File: src/rtl/spi_slave_rx_tx_if.sv
// SPI link and receive-handshake signals of the mode-0 slave.
// The slave modport is the endpoint view; the master modport is the link partner / consumer view.
interface spi_slave_rx_tx_if #(
  parameter int unsigned F_SIZE = 8,
  parameter int unsigned N_SIZE = 1
);
  logic              CS;
  logic              MOSI;
  logic              MISO;
  logic [F_SIZE-1:0] tx_data_i;
  logic              tx_req_o;
  logic [F_SIZE-1:0] rx_data_o;
  logic              rx_valid_o;
  logic              rx_ack_i;
  logic              overrun_o;
  logic [N_SIZE-1:0] frame_cnt_o;
  logic              busy_o;

  modport slave (
    input  CS, MOSI, tx_data_i, rx_ack_i,
    output MISO, tx_req_o, rx_data_o, rx_valid_o, overrun_o, frame_cnt_o, busy_o
  );

  modport master (
    output CS, MOSI, tx_data_i, rx_ack_i,
    input  MISO, tx_req_o, rx_data_o, rx_valid_o, overrun_o, frame_cnt_o, busy_o
  );
endinterface

File: src/rtl/spi_slave_rx_tx.sv
// SPI mode-0 slave: MSB-first receive with valid/ack handshake, MSB-first transmit, all in the SCLK domain.
// Optional SPI_SLAVE_ECHO_EN: transmit the previously received frame instead of tx_data_i.
module spi_slave_rx_tx #(
  parameter int unsigned F_NUM  = 1,
  parameter int unsigned F_SIZE = 8,
  parameter int unsigned C_SIZE = $clog2(F_SIZE),
  parameter int unsigned N_SIZE = $clog2(F_NUM + 1)
) (
  input logic              rst,
  input logic              SCLK,
  spi_slave_rx_tx_if.slave bus
);

  localparam logic [C_SIZE-1:0] BIT_LAST  = C_SIZE'(F_SIZE - 1);
  localparam logic [N_SIZE-1:0] FRAME_END = N_SIZE'(F_NUM);

  typedef enum logic [1:0] {
    ST_IDLE  = 2'd0,
    ST_SHIFT = 2'd1,
    ST_DONE  = 2'd2
  } state_t;

  state_t            r_state;
  state_t            w_state_nxt;
  logic [C_SIZE-1:0] r_bit_cnt;
  logic [N_SIZE-1:0] r_frame_cnt;
  logic [N_SIZE-1:0] w_frame_cnt_inc;
  logic [F_SIZE-1:1] r_rx_shift;
  logic [F_SIZE-2:0] r_tx_word;
  logic [F_SIZE-1:0] r_rx_data;
  logic              r_rx_valid;
  logic              r_overrun;
  logic              r_miso;
  logic [F_SIZE-1:0] w_tx_src;
  logic              w_clr;
  logic              w_sample;
  logic              w_frame_done;
  logic              w_boundary;

  // CS high is a frame resync: it clears the framing state like reset does
  assign w_clr           = rst | bus.CS;
  assign w_boundary      = (r_bit_cnt == BIT_LAST);
  assign w_frame_cnt_inc = r_frame_cnt + N_SIZE'(1);

`ifdef SPI_SLAVE_ECHO_EN
  logic w_unused_tx;
  assign w_tx_src    = r_rx_data;
  assign w_unused_tx = ^bus.tx_data_i;
`else
  assign w_tx_src = bus.tx_data_i;
`endif

  always_ff @(posedge SCLK or posedge w_clr) begin
    if (w_clr) r_state <= ST_IDLE;
    else       r_state <= w_state_nxt;
  end

  always_comb begin
    w_state_nxt  = r_state;
    w_sample     = 1'b0;
    w_frame_done = 1'b0;
    unique case (r_state)
      ST_IDLE: begin
        w_sample    = 1'b1;
        w_state_nxt = ST_SHIFT;
      end
      ST_SHIFT: begin
        w_sample = 1'b1;
        if (r_bit_cnt == '0) begin
          w_frame_done = 1'b1;
          if (w_frame_cnt_inc == FRAME_END) w_state_nxt = ST_DONE;
        end
      end
      default: ;
    endcase
  end

  // Bit and frame counters; frozen in DONE because nothing is sampled there
  always_ff @(posedge SCLK or posedge w_clr) begin
    if (w_clr) begin
      r_bit_cnt   <= BIT_LAST;
      r_frame_cnt <= '0;
    end else if (w_frame_done) begin
      r_bit_cnt   <= BIT_LAST;
      r_frame_cnt <= w_frame_cnt_inc;
    end else if (w_sample) begin
      r_bit_cnt <= r_bit_cnt - C_SIZE'(1);
    end
  end

  // Receive shifter and transmit word; the last MOSI bit bypasses the shifter at completion
  always_ff @(posedge SCLK or posedge rst) begin
    if (rst) begin
      r_rx_shift <= '0;
      r_tx_word  <= '0;
    end else if (!bus.CS && w_sample) begin
      if (!w_frame_done) r_rx_shift[r_bit_cnt] <= bus.MOSI;
      if (w_boundary)    r_tx_word <= w_tx_src[F_SIZE-2:0];
    end
  end

  // Completion wins over ack; an unacked valid frame being overwritten is an overrun
  always_ff @(posedge SCLK or posedge rst) begin
    if (rst) begin
      r_rx_data  <= '0;
      r_rx_valid <= 1'b0;
      r_overrun  <= 1'b0;
    end else if (w_frame_done) begin
      r_rx_data  <= {r_rx_shift, bus.MOSI};
      r_rx_valid <= 1'b1;
      if (r_rx_valid && !bus.rx_ack_i) r_overrun <= 1'b1;
    end else if (bus.rx_ack_i) begin
      r_rx_valid <= 1'b0;
    end
  end

  // MISO launches on the falling edge so the master samples it stable on the next rise
  always_ff @(negedge SCLK or posedge rst) begin
    if (rst) begin
      r_miso <= 1'b0;
    end else if (!bus.CS) begin
      unique case (r_state)
        ST_SHIFT: r_miso <= w_boundary ? w_tx_src[F_SIZE-1] : r_tx_word[r_bit_cnt];
        ST_DONE:  r_miso <= 1'b0;
        default:  ;
      endcase
    end
  end

  assign bus.MISO        = (r_state == ST_IDLE) ? w_tx_src[F_SIZE-1] : r_miso;
  assign bus.tx_req_o    = w_boundary;
  assign bus.busy_o      = (r_state == ST_SHIFT);
  assign bus.rx_data_o   = r_rx_data;
  assign bus.rx_valid_o  = r_rx_valid;
  assign bus.overrun_o   = r_overrun;
  assign bus.frame_cnt_o = r_frame_cnt;

endmodule

File: src/flat_wrapper.sv
// flat-port wrapper written by rule: the top's interface ports become plain ports
module spi_slave_rx_tx_flat 
#(
  parameter int unsigned F_NUM  = 1,
  parameter int unsigned F_SIZE = 8,
  parameter int unsigned C_SIZE = $clog2(F_SIZE),
  parameter int unsigned N_SIZE = $clog2(F_NUM + 1)
)
  (rst, SCLK, bus_CS, bus_MOSI, bus_tx_data_i, bus_rx_ack_i, bus_MISO, bus_tx_req_o, bus_rx_data_o, bus_rx_valid_o, bus_overrun_o, bus_frame_cnt_o, bus_busy_o);
  spi_slave_rx_tx_if #(.F_SIZE(F_SIZE), .N_SIZE(N_SIZE)) bus_i ();
  input logic rst;
  input logic SCLK;
  input wire logic [$bits(bus_i.CS)-1:0] bus_CS;
  input wire logic [$bits(bus_i.MOSI)-1:0] bus_MOSI;
  input wire logic [$bits(bus_i.tx_data_i)-1:0] bus_tx_data_i;
  input wire logic [$bits(bus_i.rx_ack_i)-1:0] bus_rx_ack_i;
  output wire logic [$bits(bus_i.MISO)-1:0] bus_MISO;
  output wire logic [$bits(bus_i.tx_req_o)-1:0] bus_tx_req_o;
  output wire logic [$bits(bus_i.rx_data_o)-1:0] bus_rx_data_o;
  output wire logic [$bits(bus_i.rx_valid_o)-1:0] bus_rx_valid_o;
  output wire logic [$bits(bus_i.overrun_o)-1:0] bus_overrun_o;
  output wire logic [$bits(bus_i.frame_cnt_o)-1:0] bus_frame_cnt_o;
  output wire logic [$bits(bus_i.busy_o)-1:0] bus_busy_o;
  assign bus_i.CS = bus_CS;
  assign bus_i.MOSI = bus_MOSI;
  assign bus_i.tx_data_i = bus_tx_data_i;
  assign bus_i.rx_ack_i = bus_rx_ack_i;
  assign bus_MISO = bus_i.MISO;
  assign bus_tx_req_o = bus_i.tx_req_o;
  assign bus_rx_data_o = bus_i.rx_data_o;
  assign bus_rx_valid_o = bus_i.rx_valid_o;
  assign bus_overrun_o = bus_i.overrun_o;
  assign bus_frame_cnt_o = bus_i.frame_cnt_o;
  assign bus_busy_o = bus_i.busy_o;
  spi_slave_rx_tx #(.F_NUM(F_NUM), .F_SIZE(F_SIZE), .C_SIZE(C_SIZE), .N_SIZE(N_SIZE)) u_core (.rst(rst), .SCLK(SCLK), .bus(bus_i));
endmodule
File: config.mk
export PLATFORM = sky130hd
export DESIGN_NAME = spi_slave_rx_tx_flat
export DESIGN_NICKNAME = d
export VERILOG_FILES = /design/src/rtl/spi_slave_rx_tx_if.sv /design/src/rtl/spi_slave_rx_tx.sv /design/src/flat_wrapper.sv
export SDC_FILE = /design/constraint.sdc
export NUM_CORES = 1
export LEC_CHECK = 0
export CAP_MARGIN = 20
export CORE_MARGIN = 5
export CORE_UTILIZATION = 50
export CTS_BUF_LIST = sky130_fd_sc_hd__clkbuf_8
export DETAILED_ROUTE_END_ITERATION = 7
export DONT_BUFFER_PORTS = 1
export HOLD_SLACK_MARGIN = 0.05
export PLACE_DENSITY = 0.73
export REMOVE_ABC_BUFFERS = 1
export SLEW_MARGIN = 5
export SYNTH_ARGS = -nofsm -noshare
export SYNTH_HDL_FRONTEND = slang
export SYNTH_SLANG_ARGS = --single-unit
File: constraint.sdc
create_clock -name SCLK -period 1.9 [get_ports SCLK]
set_input_delay 0.38 -clock SCLK [delete_from_list [all_inputs] [get_ports SCLK]]
set_output_delay 0.38 -clock SCLK [all_outputs]
set_load 0.01 [all_outputs]
==> impl_metrics.py, run 1 <==
metrics = {
    "synthesis": {
        "ys_seq_elements": 31,
        "ys_seq_area_share_pct": 51.9,
        "synthCells": 113,
        "ys.flop_type": "dfrtp_1",
        "synth_commonest_cells": "dfrtp_1 (27), mux2_2 (17), ha_1 (7), inv_1 (7), mux2_4 (7)",
        "synth.most_common_cell": "dfrtp_1",
        "synth_top_area_share_pct": 45.0,
        "yosys_warnings": 0,
        "async_flop_share_pct": 100,
        "synthTopCellsByArea": "dfrtp_1 (45%), mux2_2 (13%), mux2_4 (7.0%)",
        "synth_edf_count": 0,
        "synth.distinct_cells": 30,
        "synth_top_cell_by_area": "dfrtp_1",
        "syn-cell-area_sq_mm": 0.00150,
        "syn_avg_cell_area_sq_um": 13.3,
    },
    "power_and_ir_drop": {
        "p_seq_share_pct": 49.6,
        "p_leak_nw": 0.889,
        "sw_frac_of_total_pct": 19.7,
        "p_per_area_mw_per_mm2": 802,
        "peakVddDrop_v": 0.000650,
        "power.internal_mw": 1.14,
        "p_sw_mw": 0.280,
        "p_comb_share_pct": 3.7,
        "clkPwrFrac_pct": 46.7,
    },
    "floorplan": {
        "initial_core_util_pct": 53.1,
        "die_x_um": 64.8,
        "core_sq_mm": 0.00283,
        "die_h_um": 64.8,
        "io_pins": 27,
        "die_area_sq_mm": 0.00420,
        "placementRows": 19,
    },
    "timing": {
        "setup_ws_ns": -0.488,
        "setup_violations": 2,
        "final-hold-violation-count": 0,
        "tightest_slew_ns": 0.542,
        "fin_skew_ns": 0.00732,
        "rsz0062_at_grt": "true",
        "slew_violations": 0,
        "relSlewSlack_pct": 63.7,
    },
    "drt": {
        "via_per_inst": 5.63,
        "wl_per_cell_um": 17.5,
        "drc": 0,
        "drtIter0Drc": 40,
        "dr.pass1.iters": 4,
        "num_vias": 917,
        "wl_mm": 2.85,
        "drtAntennaViolNets": 0,
    },
    "global_routing": {
        "grt.overflow.total": 0,
        "grt_pass1_wl_mm": 4.91,
        "grtUsageTotal_pct": 15.8,
        "antenna_found_initial": 0,
        "grt_max_degree": 25,
        "grt_pass1_vias": 1051,
    },
    "placement": {
        "hpwlAfterDp_mm": 2.09,
        "port_buffers": 0,
        "gp_congestion": 0.836,
        "place_inst": 154,
    },
    "run_status": {
        "status": "complete, but fails checks",
        "failed_checks": "setup timing",
    },
    "clock_network": {
        "htree_levels": 2,
        "clkLatencyLatePin_ns": 0.29,
        "clk_pin_slew_ns": 0.06,
        "cts_root_buf": "clkbuf_8",
        "clockBufferDepth": 2,
        "cts_made_buffers": 5,
        "cts_tree": "done",
        "clock_sinks": 31,
    },
    "min_path": {
        "hold_path_class": "input port to asynchronous set/reset pin",
    },
    "finish": {
        "area_delta_synth_final_pct": 17.8,
        "final_cells": 163,
        "finish.utilization_pct": 62.6,
        "regArea_sq_um": 779,
        "fin_nets": 151,
        "multiInputGateArea_sq_um": 696,
        "drive_above_1_share_pct": 44.7,
        "fillers": 225,
        "diodes": 0,
    },
    "worst_setup_path": {
        "start_kind": "register",
        "endpoint": "u_core.r_miso",
        "arrival_ns": 1.56,
        "cp_data_required_time_ns": 1.07,
        "reg2reg_depth": 3,
        "critical_path_class": "register to register",
        "reg2reg_slack_ns": -0.49,
        "endpoint_kind": "register",
        "r2r_end": "u_core.r_miso",
        "critPathMaxFanout": 4,
        "startpoint": "u_core.r_bit_cnt[0]",
        "r2r-start": "u_core.r_bit_cnt[0]",
    },
    "flow_run": {
        "drv_cap": 0,
    },
}
[critical path, cell delays in order (launching register included)]
cell     delay (ns)
dfstp_2        0.57
mux4_2         0.51
nor2_2         0.11
o31ai_2        0.08
[how the worst min path moves through the flow]
| stage | cells past startpoint | to | slack (ns) | start |
|---|---|---|---|---|
| after global placement | 1 | u_core.r_state[1] | 0.34 | rst |
| after CTS | 1 | u_core.r_state[0] | 0.06 | rst |
| after floorplan | 1 | u_core.bus.frame_cnt_o | 0.27 | rst |
| after global routing | 1 | u_core.r_state[0] | 0.1 | rst |
| final | 1 | u_core.r_state[0] | 0.04 | rst |
| after detailed placement | 1 | u_core.r_state[1] | 0.36 | rst |
[layout by cell type (no fill, tap or decap), types with 2 or more instances in the layout]
| master | instances |
|---|---|
| mux2_2 | 16 |
| clkbuf_8 | 6 |
| nand2_1 | 4 |
| dfstp_2 | 3 |
| inv_1 | 7 |
| nor2b_1 | 3 |
| nand2b_1 | 2 |
| mux2_4 | 8 |
| ha_1 | 6 |
| buf_4 | 15 |
| dfrtp_1 | 27 |
| o21ai_0 | 3 |
| nand3_1 | 4 |
| nand4_1 | 3 |
| xnor2_1 | 2 |
| nor2_1 | 4 |
[power by group through the flow]
| stage | registers (mW) | logic (mW) | clock network (mW) |
|---|---|---|---|
| 4_1_cts | 0.704 | 0.0542 | 0.670 |
| 2_1_floorplan | 0.709 | 0.0389 | 0 |
| 3_3_place_gp | 0.715 | 0.0511 | 0 |
| 5_1_grt | 0.707 | 0.0602 | 0.701 |
| 3_5_place_dp | 0.716 | 0.0536 | 0 |
| 6_report | 0.704 | 0.0525 | 0.663 |
[per-layer routing]
metal  vias up  GRT usage (%)  wire length (um)
li1        428              -                 -
met1       451           17.9              1110
met2        32           25.7              1430
met3         6           7.77               266
met4         0           6.07                46
met5         -              0                 0
[sequential cells by signal, indices dropped and copies added, names as in the netlist]
name / flops
u_core.bus.frame_cnt_o: 1
u_core.bus.overrun_o: 1
u_core.bus.rx_data_o: 8
u_core.bus.rx_valid_o: 1
u_core.r_bit_cnt: 3
u_core.r_miso: 1
u_core.r_rx_shift: 7
u_core.r_state: 2
u_core.r_tx_word: 7
[final cells by class]
cell class              count  area share (%)
inverters                   7            1.48
repair buffers             15            6.36
flip-flops and latches     31            44.0
clock inverters             2            1.98
clock buffers               6            4.66
well taps                  31            2.19
multi-input cells          71            39.3
[metrics by stage]
stage	setup WS [ns]	TNS (ns)	area, sq um	total power [mW]	hold slack [ns]
2_1_floorplan	-0.440	-0.464	1470	0.748	0.272
3_3_place_gp	-0.424	-0.466	1610	0.766	0.344
3_5_place_dp	-0.453	-0.498	1610	0.769	0.363
4_1_cts	-0.481	-0.829	1750	1.43	0.0623
5_1_grt	-0.524	-0.882	1770	1.47	0.0952
6_report	-0.488	-0.834	1770	1.42	0.0444
[kinds of logic (layout without fill, tap and decap cells)]
family                     count (synthesis)  count (layout)  share of synthesized area (%)
AOI/OAI and AO/OA                         10              10                           4.83
muxes                                     26              26                           21.9
buffers and inverters                     11              30                           3.91
DFF                                       31              31                           51.9
and+or+nand+nor                           25              25                           9.91
xor gates and xnor gates                   3               3                           1.75
adders and majority gates                  7               7                           5.83
[what timing repair did]
action,4_1_cts,5_1_grt
endpoints found under the setup margin,2,20
pin swaps,0,1
hold buffers,0,0
setup buffers,1,0
gates resized for setup,3,5
(Power assumes the default switching activity.)
==> inputs of run 2 (changes only) <==
==> constraint.sdc (replaced) <==
create_clock -name SCLK -period 1.9 [get_ports SCLK]
set_input_delay 0.19 -clock SCLK [delete_from_list [all_inputs] [get_ports SCLK]]
set_output_delay 0.19 -clock SCLK [all_outputs]
set_load 0.02 [all_outputs]
==> run 2 against run 1 <==
The run still ends with setup timing left; worst setup slack improved by 0.065 ns; sequential cell count unchanged; clock skew increased by 0.0020 ns; power decreased by 11%; utilization increased by 2.3 points; clock power decreased by 27%; combinational power increased by 24%; sequential share of layout area decreased by 1.6 points; critical path depth unchanged; first-iteration DRC count decreased by 68%; die area unchanged; design area increased by 3.7%; critical path type unchanged; highest routed layer unchanged.
==> impl_metrics.py, run 2 (same netlist as run 1, synthesis figures left out) <==
metrics = {
    "clock_network": {
        "clk_pin_slew_ns": 0.07,
        "cts_made_buffers": 5,
        "clock_sinks": 31,
        "clockBufferDepth": 2,
        "cts_tree": "done",
        "cts_root_buf": "clkbuf_8",
        "clkLatencyLatePin_ns": 0.28,
        "htree_levels": 2,
    },
    "floorplan": {
        "io_pins": 27,
        "die_area_sq_mm": 0.00420,
        "initial_core_util_pct": 53.1,
        "die_h_um": 64.8,
        "die_x_um": 64.8,
        "placementRows": 19,
        "core_sq_mm": 0.00283,
    },
    "timing": {
        "slew_violations": 0,
        "rsz0062_at_grt": "true",
        "setup_ws_ns": -0.423,
        "fin_skew_ns": 0.00937,
        "final-hold-violation-count": 0,
        "setup_violations": 2,
        "relSlewSlack_pct": 70.7,
        "tightest_slew_ns": 0.433,
    },
    "global_routing": {
        "grtUsageTotal_pct": 15.5,
        "grt_pass1_wl_mm": 4.90,
        "grt.overflow.total": 0,
        "antenna_found_initial": 0,
        "grt_pass1_vias": 1043,
        "grt_max_degree": 25,
    },
    "finish": {
        "diodes": 0,
        "fin_nets": 160,
        "fillers": 215,
        "final_cell_mix": "dfrtp_1 (27), mux2_2 (15), buf_4 (15)",
        "layout_commonest_cell": "dfrtp_1",
        "drive_above_1_share_pct": 41.8,
        "largest_reg_flops": 8,
        "area_delta_synth_final_pct": 22.2,
        "finish.utilization_pct": 64.9,
    },
    "worst_setup_path": {
        "arrival_ns": 1.50,
        "r2r-start": "u_core.r_bit_cnt[0]",
        "r2r_end": "u_core.r_miso",
        "cp_cell_sequence": "mux4_2 > nor2_1 > o31ai_1",
        "cp_data_required_time_ns": 1.07,
        "endpoint_kind": "register",
        "start_kind": "register",
        "reg2reg_slack_ns": -0.42,
        "startpoint": "u_core.r_bit_cnt[0]",
        "slowest_stage": "dfstp_2",
        "critPathMaxFanout": 3,
        "critical_path_class": "register to register",
        "cpPeakStageDelay_ns": 0.56,
        "reg2reg_depth": 3,
    },
    "min_path": {
        "hold_path_end": "u_core.bus.rx_data_o[0]",
        "hold_path_class": "input port to register",
        "hp-start": "bus_MOSI",
        "hold_depth": 1,
    },
    "run_status": {
        "failed_checks": "setup timing",
        "status": "complete, but fails checks",
    },
    "drt": {
        "via_per_inst": 5.44,
        "num_vias": 936,
        "drtAntennaViolNets": 0,
        "wl_per_cell_um": 17.0,
        "dr.pass1.iters": 4,
        "wl_mm": 2.93,
        "drtIter0Drc": 13,
        "drc": 0,
    },
    "placement": {
        "port_buffers": 0,
        "hpwlAfterDp_mm": 2.06,
        "gp_congestion": 0.840,
        "pre_cts_ws_ns": -0.443,
    },
    "flow_run": {
        "drv_cap": 0,
    },
    "power_and_ir_drop": {
        "peakVddDrop_v": 0.000427,
        "p_per_area_mw_per_mm2": 685,
        "p_leak_nw": 0.914,
    },
}
[run 2: worst max-delay path, delay by kind of cell, from the launching register on]
kind / cells / cell delay, ns
AND/OR/NAND/NOR: 1 / 0.10
AO/OA/AOI/OAI: 1 / 0.08
flip-flops: 1 / 0.56
multiplexers: 1 / 0.49
[run 2: area by class of cell]
| class | instances | area (sq um) | share of cell area [%] |
|---|---|---|---|
| well taps | 31 | 38.8 | 2.11 |
| multi-input cells | 71 | 702 | 38.2 |
| flip-flops and latches | 31 | 779 | 42.4 |
| clock inverters | 3 | 16.3 | 0.886 |
| clock buffers | 5 | 68.8 | 3.75 |
| repair buffers | 24 | 205 | 11.2 |
| inverters | 7 | 26.3 | 1.43 |
[run 2: power breakdown]
group / switching (mW) / leakage, nW / total, mW / internal [mW]
combinational: 0.0235 / 0.479 / 0.0651 / 0.0416
clock: 0.234 / 0.0453 / 0.484 / 0.250
sequential: 0.0255 / 0.390 / 0.710 / 0.685
[run 2: worst max-delay path by stage]
stage | end | depth (start not counted)
5_1_grt | u_core.r_miso | 4
4_1_cts | u_core.r_miso | 3
3_3_place_gp | u_core.r_miso | 3
6_report | u_core.r_miso | 3
3_5_place_dp | u_core.r_miso | 3
2_1_floorplan | u_core.r_miso | 4
[run 2: repair_timing]
item	4_1_cts	5_1_grt
setup buffers	1	1
pin swaps	0	2
setup endpoints to repair	2	20
gates resized for setup	3	8
hold buffers	5	2
hold endpoints to repair	30	2
[run 2: layer usage]
layer / vias up / track usage, % / part of all wire, %
li1: 448 / - / -
met1: 465 / 17.7 / 42
met2: 19 / 26.2 / 51
met3: 4 / 5.35 / 6.0
met4: 0 / 7.12 / 0.85
met5: - / 0 / 0
[run 2: through the flow]
stage / power [mW] / std cells / instance area [sq um] / hold WS, ns / setup TNS (ns)
final: 1.26 / 172 / 1840 / 0.0579 / -0.595
after global routing: 1.31 / 172 / 1840 / 0.0507 / -0.761
after CTS: 1.27 / 169 / 1780 / 0.0514 / -0.618
after detailed placement: 0.775 / 155 / 1620 / 0.172 / -0.443
after global placement: 0.772 / 155 / 1620 / 0.155 / -0.422
after floorplan: 0.755 / 109 / 1470 / 0.0821 / -0.457
==> inputs of run 3 (changes only) <==
ABC_AREA = 1   (was default)
CORE_UTILIZATION = 55   (was 50)
PLACE_DENSITY = 0.78   (was 0.73)
==> run 3 against run 2 <==
The flow still finishes with violations (setup timing); via count up 32%; clock power down 1%; critical path depth unchanged; area after synthesis down 1.2%; critical endpoint is now bus_MISO; largest cell class unchanged; combinational power down 18%; sequential power about the same; critical path type is now register to primary output; worst setup slack better by 0.17 ns; die area down 8.6%.
==> impl_metrics.py, run 3 <==
metrics = {
    "synthesis": {
        "synthCells": 179,
        "ys_seq_elements": 31,
        "synthMuxAreaShare_pct": 0,
        "synth_commonest_cells": "nand2_1 (70), dfrtp_1 (27), inv_1 (17), nor2_1 (15), o21ai_0 (9)",
        "synth_top_cell_by_area": "dfrtp_1",
        "syn_avg_cell_area_sq_um": 8.30,
        "synth_compound_area_share_pct": 9.27,
        "synthXorXnorAreaFrac_pct": 0,
        "synthTopCellsByArea": "dfrtp_1 (45%), nand2_1 (18%), ha_1 (5.9%)",
        "ys_seq_area_share_pct": 52.5,
        "yosys_warnings": 0,
        "synth_top_area_share_pct": 45.5,
        "syn-cell-area_sq_mm": 0.00149,
        "synth.distinct_cells": 23,
        "synth_fa_ha_area_share_pct": 5.90,
        "synth_edf_count": 0,
        "synth_top_family_by_area": "simple AND/OR/NAND/NOR gates",
        "synthSimpleGateAreaFrac_pct": 26.1,
        "ys.flop_type": "dfrtp_1",
        "async_flop_share_pct": 100,
        "synth.most_common_cell": "nand2_1",
    },
    "drt": {
        "wl_mm": 3.13,
        "dr.pass1.iters": 4,
        "num_vias": 1237,
        "wl_per_cell_um": 13.0,
        "drtAntennaViolNets": 0,
        "via_per_inst": 5.15,
        "drc": 0,
        "drtIter0Drc": 45,
    },
    "worst_setup_path": {
        "critPathMaxFanout": 2,
        "crit_buf_inv": 1,
        "cp_data_required_time_ns": 1.71,
        "critical_path_class": "register to primary output",
        "crit_family": "flip-flops",
        "cpPeakStageDelay_ns": 0.41,
        "start_kind": "register",
        "slowest_stage": "dfrtn_1",
        "cp_cell_sequence": "nor2_1 > a21oi_1 > buf_4",
        "r2r_end": "u_core.r_miso",
        "arrival_ns": 1.96,
        "reg2reg_depth": 9,
        "endpoint_kind": "primary output",
        "r2r-start": "u_core.r_bit_cnt[0]",
        "reg2reg_slack_ns": -0.24,
    },
    "floorplan": {
        "core_sq_mm": 0.00252,
        "die_h_um": 62.0,
        "die_area_sq_mm": 0.00384,
        "initial_core_util_pct": 58.9,
        "die_x_um": 62.0,
        "io_pins": 27,
        "placementRows": 18,
    },
    "run_status": {
        "status": "complete, but fails checks",
        "failed_checks": "setup timing",
    },
    "flow_run": {
        "drv_cap": 0,
    },
    "power_and_ir_drop": {
        "clkPwrFrac_pct": 38.5,
        "peakVddDrop_v": 0.000654,
        "p_comb_share_pct": 4.3,
        "sw_frac_of_total_pct": 23.3,
        "p_per_area_mw_per_mm2": 688,
        "power.internal_mw": 0.951,
        "p_leak_nw": 0.992,
        "p_sw_mw": 0.289,
        "p_seq_share_pct": 57.2,
    },
    "timing": {
        "tightest_slew_ns": 0.562,
        "slew_violations": 0,
        "rsz0062_at_grt": "true",
        "holdWs_ns": 0.0581,
        "final-hold-violation-count": 0,
        "setup_violations": 2,
        "relSlewSlack_pct": 62.4,
        "fin_skew_ns": 0.0119,
        "setup_ws_ns": -0.254,
    },
    "finish": {
        "final_cell_mix": "nand2_1 (68), dfrtp_1 (27), buf_4 (21)",
        "largest_reg_flops": 8,
        "drive_above_1_share_pct": 19.0,
        "fin_nets": 229,
        "diodes": 0,
        "multiInputGateArea_sq_um": 631,
        "layout_commonest_cell": "nand2_1",
        "fillers": 190,
        "area_delta_synth_final_pct": 21.4,
        "regArea_sq_um": 779,
        "finish.utilization_pct": 71.5,
    },
    "global_routing": {
        "grt_max_degree": 25,
        "grt_pass1_vias": 1232,
        "grt_pass1_wl_mm": 5.26,
        "grt.overflow.total": 0,
        "grtUsageTotal_pct": 19.4,
        "antenna_found_initial": 0,
    },
    "min_path": {
        "hp-start": "bus_tx_data_i[2]",
        "hold_depth": 2,
        "hold_path_class": "input port to register",
        "hold_path_end": "u_core.r_tx_word[2]",
    },
    "clock_network": {
        "cts_tree": "done",
        "cts_root_buf": "clkbuf_8",
        "clock_sinks": 31,
        "htree_levels": 2,
        "clockBufferDepth": 2,
        "cts_made_buffers": 5,
        "clkLatencyLatePin_ns": 0.29,
        "clk_pin_slew_ns": 0.06,
    },
    "placement": {
        "pre_cts_ws_ns": -0.257,
        "port_buffers": 0,
        "gp_congestion": 0.855,
        "hpwlAfterDp_mm": 2.28,
    },
}
==> run 3: logic make-up (layout without fill, tap and decap cells) <==
| group | Yosys count | count (layout) |
|---|---|---|
| buffers and inverters | 22 | 53 |
| and+or+nand+nor | 94 | 94 |
| adders and majority gates | 7 | 7 |
| DFF | 31 | 31 |
| AOI/OAI and AO/OA | 25 | 25 |
==> run 3: cell type report <==
| type | count | area share, % |
|---|---|---|
| clock buffers | 5 | 3.82 |
| clock inverters | 3 | 0.694 |
| inverters | 20 | 4.23 |
| multi-input cells | 126 | 35.0 |
| flip-flops and latches | 31 | 43.2 |
| well taps | 30 | 2.08 |
| repair buffers | 25 | 11.0 |
==> run 3: worst max-delay path by stage <==
stage	startpoint	cells after the start	endpoint	slack (ns)
CTS	u_core.r_miso	3	bus_MISO	-0.26
floorplan	u_core.r_bit_cnt[0]	6	u_core.r_miso	-0.30
finish	u_core.r_miso	3	bus_MISO	-0.25
global placement	u_core.r_bit_cnt[0]	6	u_core.r_miso	-0.22
global route	u_core.r_bit_cnt[0]	9	u_core.r_miso	-0.32
detailed placement	u_core.r_bit_cnt[0]	6	u_core.r_miso	-0.26
==> run 3: routing by layer <==
metal / routed length, um / track usage, % / up-vias
met5: 0 / 0 / -
met2: 1620 / 34.2 / 38
met4: 53 / 8.48 / 0
li1: - / - / 619
met3: 205 / 6.82 / 8
met1: 1250 / 20.8 / 572
==> run 3: power groups by stage <==
stage	sequential [mW]	combinational, mW	clock (mW)
6_report	0.709	0.0535	0.478
5_1_grt	0.711	0.0637	0.521
3_3_place_gp	0.719	0.0447	0
3_5_place_dp	0.721	0.0481	0
4_1_cts	0.709	0.0533	0.487
2_1_floorplan	0.716	0.0351	0
==> run 3: repair_timing <==
action	in CTS	in global routing
gates cloned	0	0
pin swaps	1	1
setup buffers	0	2
hold buffers	3	1
hold endpoints to repair	28	1
endpoints found under the setup margin	2	2
gates resized for setup	3	2
==> run 3: stage by stage <==
stage                     instance area (sq um)  total power, mW  std cells  TNS (ns)
after floorplan                            1470            0.751        177    -0.308
after global placement                     1650            0.764        226    -0.225
after detailed placement                   1650            0.769        226    -0.257
after CTS                                  1780             1.25        237    -0.500
after global routing                       1800             1.30        240    -0.625
final                                      1800             1.24        240    -0.499
